--- config.mk ---
export PLATFORM = sky130hd
export DESIGN_NAME = led_fader
export DESIGN_NICKNAME = d
export VERILOG_FILES = /design/src/rtl/led_fader.sv
export SDC_FILE = /design/constraint.sdc
export NUM_CORES = 1
export LEC_CHECK = 0
export ABC_AREA = 0
export CAP_MARGIN = 20
export CORE_MARGIN = 2
export CORE_UTILIZATION = 55
export DETAILED_ROUTE_END_ITERATION = 7
export PLACE_DENSITY_LB_ADDON = 0.15
export SYNTH_ARGS = -nofsm -noshare
export SYNTH_HDL_FRONTEND = slang
export SYNTH_SLANG_ARGS = --single-unit
--- constraint.sdc ---
create_clock -name clk -period 2.23 [get_ports clk]
set_clock_uncertainty 0.2 [all_clocks]
set_input_delay 0.446 -clock clk [delete_from_list [all_inputs] [get_ports clk]]
set_output_delay 0.446 -clock clk [all_outputs]
set_load 0.01 [all_outputs]
--- src/rtl/led_fader.sv ---
// led_fader: PWM LED driver that turns each led_in transition into a linear brightness ramp.
module led_fader #(
    parameter int PWM_BITS    = 8,
    parameter int STEP_CYCLES = 49_019
) (
    input  logic                clk,
    input  logic                rst,
    input  logic                led_in,
    input  logic                enable,
    output logic                led_out,
    output logic [PWM_BITS-1:0] duty,
    output logic                busy
);
    localparam int SW = $clog2(STEP_CYCLES + 1);
    localparam logic [PWM_BITS-1:0] MAX = '1;
    localparam logic [PWM_BITS-1:0] ONE = PWM_BITS'(1);
    localparam logic [SW-1:0] STEP_LAST = SW'(STEP_CYCLES - 1);
    typedef enum logic [1:0] {OFF, UP, ON, DOWN} state_t;
    state_t state, state_n;
    logic [PWM_BITS-1:0] duty_n, pwm_cnt, cmp_duty;
    logic [SW-1:0] step_cnt, step_n;
    logic tick;
    assign tick = step_cnt == STEP_LAST;
    assign busy = state == UP || state == DOWN;
    always_ff @(posedge clk or posedge rst) begin
        if (rst) begin
            state    <= OFF;
            duty     <= '0;
            step_cnt <= '0;
            pwm_cnt  <= '0;
            cmp_duty <= '0;
            led_out  <= 1'b0;
        end else begin
            state    <= state_n;
            duty     <= duty_n;
            step_cnt <= step_n;
            pwm_cnt  <= pwm_cnt + 1'b1;
            // shadow load at the period end keeps the running period glitch-free
            if (pwm_cnt == MAX) cmp_duty <= duty;
            led_out  <= enable ? (pwm_cnt < cmp_duty || cmp_duty == MAX) : led_in;
        end
    end
    // any state change or tick leaves step_n at its default of zero
    always_comb begin
        state_n = state;
        duty_n  = duty;
        step_n  = '0;
        if (!enable) begin
            state_n = led_in ? ON : OFF;
            duty_n  = led_in ? MAX : '0;
        end else begin
            case (state)
                OFF: state_n = led_in ? UP : OFF;
                ON:  state_n = led_in ? ON : DOWN;
                UP: begin
                    if (!led_in) state_n = DOWN;
                    else if (tick) begin
                        duty_n  = duty == MAX ? MAX : duty + 1'b1;
                        state_n = duty >= MAX - ONE ? ON : UP;
                    end else step_n = step_cnt + 1'b1;
                end
                DOWN: begin
                    if (led_in) state_n = UP;
                    else if (tick) begin
                        duty_n  = duty == '0 ? '0 : duty - 1'b1;
                        state_n = duty <= ONE ? OFF : DOWN;
                    end else step_n = step_cnt + 1'b1;
                end
                default: state_n = OFF;
            endcase
        end
    end
endmodule

==> impl_metrics.py <==
metrics = {
    "sta": {
        "slew_headroom": 0.674,
        "final.min_clock_period_ns": 2.15,
        "grt_setup_unrepaired": "no",
        "slew_violations": 0,
        "max_slew.worst_pin.slew_ns": 0.488,
        "tns_ns": 0,
        "hold_ws_ns": 0.275,
        "hold_violations": 0,
        "period_share": 0.964,
        "setup_viol_count_final": 0,
        "fmax_mhz": 465,
    },
    "logic_synthesis": {
        "synth_edf_count": 0,
        "synth_area_sq_um": 2590,
        "avgSynthCellArea_sq_um": 9.39,
        "yosys.area.top_type": "dfrtp_1",
        "yosysWarningCount": 0,
        "synth_top_area_frac": 0.415,
        "synthCells": 276,
        "synth_area_leaders": "dfrtp_1, ha_1, xor2_1",
        "yosysSeqAreaShare": 0.415,
        "synth_cell_types": 49,
        "synth-async-reset-ratio": 1.00,
        "yosys-top-cells-count": "dfrtp_1, nor2_1, nand2_1",
        "synthesis.nets": 295,
        "synth_top_flop_cell": "dfrtp_1",
        "ys_ff_latch": 43,
        "yosysMostFrequentCell": "dfrtp_1",
    },
    "worst_setup_path": {
        "required_ns": 2.21,
        "slowest_delay_ns": 0.60,
        "timing_worst_setup_path_type": "reg -> reg",
        "path_delay_family": "simple AND/OR/NAND/NOR gates",
        "crit_path_top_delay_cell": "or4_4",
        "cp_data_arrival_time_ns": 2.13,
        "critPathBufInv": 0,
        "cp-end-kind": "flip-flop",
        "critPathLaunchType": "flip-flop",
        "crit_path_max_fanout": 5,
        "crit_path_cell_trace": "or4_4 -> nor3_4 -> or2b_2 -> o22ai_1 -> a221o_1",
    },
    "global_route": {
        "grt_pass1_wl_microns": 9680,
        "grt_max_degree": 44,
        "overflow": 0,
        "antenna_found_initial": 0,
        "grt.total_usage": 0.237,
        "grt_pass1_vias": 2068,
    },
    "clock_network": {
        "cts_tree": "yes",
        "clock_latency_ns": 0.30,
        "ctsHoldBuffers": 0,
        "cts_buffers": 5,
        "numClockSinks": 43,
        "htreeDepth": 2,
        "postCtsSetupBuffers": 0,
        "cts.clk_slew.worst_paths_ns": 0.09,
        "ctsRootBufferMaster": "clkbuf_8",
        "clockBufferDepth": 2,
    },
    "routing": {
        "drt_iter0_markers": 154,
        "wl_per_cell_microns": 15.4,
        "first_pass_iters": 5,
        "routed_wl_microns": 5470,
        "ant_nets": 0,
        "viasPerCell": 5.91,
        "num_vias": 2097,
        "remaining_drc_errors": 0,
    },
    "final_layout": {
        "nets": 321,
        "area_growth_syn_to_layout_pct": 16.8,
        "drive_gt1_frac": 0.142,
        "diodes": 0,
        "fill_cells": 334,
    },
    "power_and_ir_drop": {
        "power_mw": 1.85,
        "irDropWorstVdd_uv": 463,
        "cellPowerDensity_nw_per_um2": 611,
        "leakagePower_nw": 1.30,
    },
    "floorplanning": {
        "num_io_pins": 14,
        "core_area_sq_um": 4440,
        "die_h_microns": 72.6,
        "die_area_sq_um": 5280,
        "rows": 24,
        "fp.dieW_microns": 72.6,
        "initial_utilization": 0.583,
    },
    "place": {
        "dpl.hpwl_microns": 4070,
        "globalplace.congestion": 0.890,
        "portBuffers": 13,
    },
    "worst_hold_path": {
        "hp-class": "in -> async",
    },
    "flow_run": {
        "cap_viol_max_count": 0,
    },
    "outcome": {
        "status": "finished clean",
    },
}
## flip-flops by register name, indices dropped and copies added (netlist names), named ones only
| signal | count |
|---|---|
| led_out | 1 |
| cmp_duty | 8 |
| step_cnt | 16 |
| pwm_cnt | 8 |
| state | 1 |
| duty | 8 |
## tightest hold or removal path, stage by stage
cell	delay, ns
clkdlybuf4s50_1	0.40
clkinv_1	0.07
buf_12	0.23
## metal layers
layer | track usage | up-vias | wire [microns]
met1 | 0.317 | 1010 | 2520
met4 | 0.101 | 0 | 129
li1 | - | 1025 | -
met5 | 0 | - | 0
met3 | 0.0511 | 12 | 199
met2 | 0.373 | 50 | 2620
## cell families (layout without fill, tap and decap cells)
logic type,count (synthesis),after routing,synth area share
mux,7,7,0.0285
fa+ha+maj,15,15,0.0724
xor+xnor,24,24,0.0811
compound gates,52,52,0.132
buf+inv,33,60,0.0550
simple gates,102,102,0.215
flops,43,43,0.415
## per-stage QoR
stage	instance area (sq um)	setup slack, ns	util	cells
after detailed placement	2890	-0.0816	0.651	347
after floorplan	2590	0.141	-	276
final	3030	0.0809	0.681	355
after global placement	2890	-0.0708	0.651	347
after CTS	3010	0.0630	0.676	355
after global routing	3030	0.00547	0.681	355
## cell usage in the layout, fill, tap and decap left out, types with 5 or more instances in the layout
| cell | synthesis | final |
|---|---|---|
| dfrtp_1 | 43 | 43 |
| nor2_1 | 28 | 28 |
| buf_4 | 2 | 23 |
| nand2_1 | 18 | 18 |
| o21ai_0 | 16 | 16 |
| ha_1 | 15 | 15 |
| inv_1 | 15 | 14 |
| nand3_1 | 14 | 14 |
| xor2_1 | 13 | 13 |
| clkdlybuf4s50_1 | 0 | 13 |
| xnor2_1 | 11 | 11 |
| a21oi_1 | 10 | 10 |
| nand4_1 | 8 | 8 |
| and3_1 | 5 | 5 |
| clkbuf_8 | 0 | 5 |
## path summary, 6_finish.rpt
check	from	to	slack [ns]	depth (start not counted)
min in group clk	step_cnt[0]	step_cnt[0]	0.28	1
max in group asynchronous	rst	duty[5]	1.35	3
setup / recovery	duty[2]	duty[5]	0.08	5
setup reg to reg	duty[2]	duty[5]	0.08	5
hold / removal	rst	pwm_cnt[2]	0.28	3
hold reg to reg	step_cnt[0]	step_cnt[0]	0.28	1
## cell type report
| cell class | count | area (sq um) | share of cell area |
|---|---|---|---|
| Sequential cell | 43 | 1080 | 0.356 |
| Tap cell | 52 | 65.1 | 0.0215 |
| Clock inverter | 3 | 43.8 | 0.0145 |
| Timing Repair Buffer | 37 | 323 | 0.107 |
| Multi-Input combinational cell | 200 | 1390 | 0.460 |
| Inverter | 15 | 56.3 | 0.0186 |
| Clock buffer | 5 | 68.8 | 0.0227 |
## repair_timing
| item | 4_1_cts | 5_1_grt |
|---|---|---|
| hold endpoints to repair | 0 | 0 |
| gates resized for setup | 0 | 3 |
| setup endpoints to repair | 0 | 3 |
## power breakdown
group          switching (mW)  total [mW]  leakage (nW)  internal, mW
Combinational           0.221       0.406         0.671         0.184
Sequential             0.0275       0.833         0.566         0.806
Clock                   0.276       0.609        0.0581         0.334
Power figures use the tool's default switching activity.
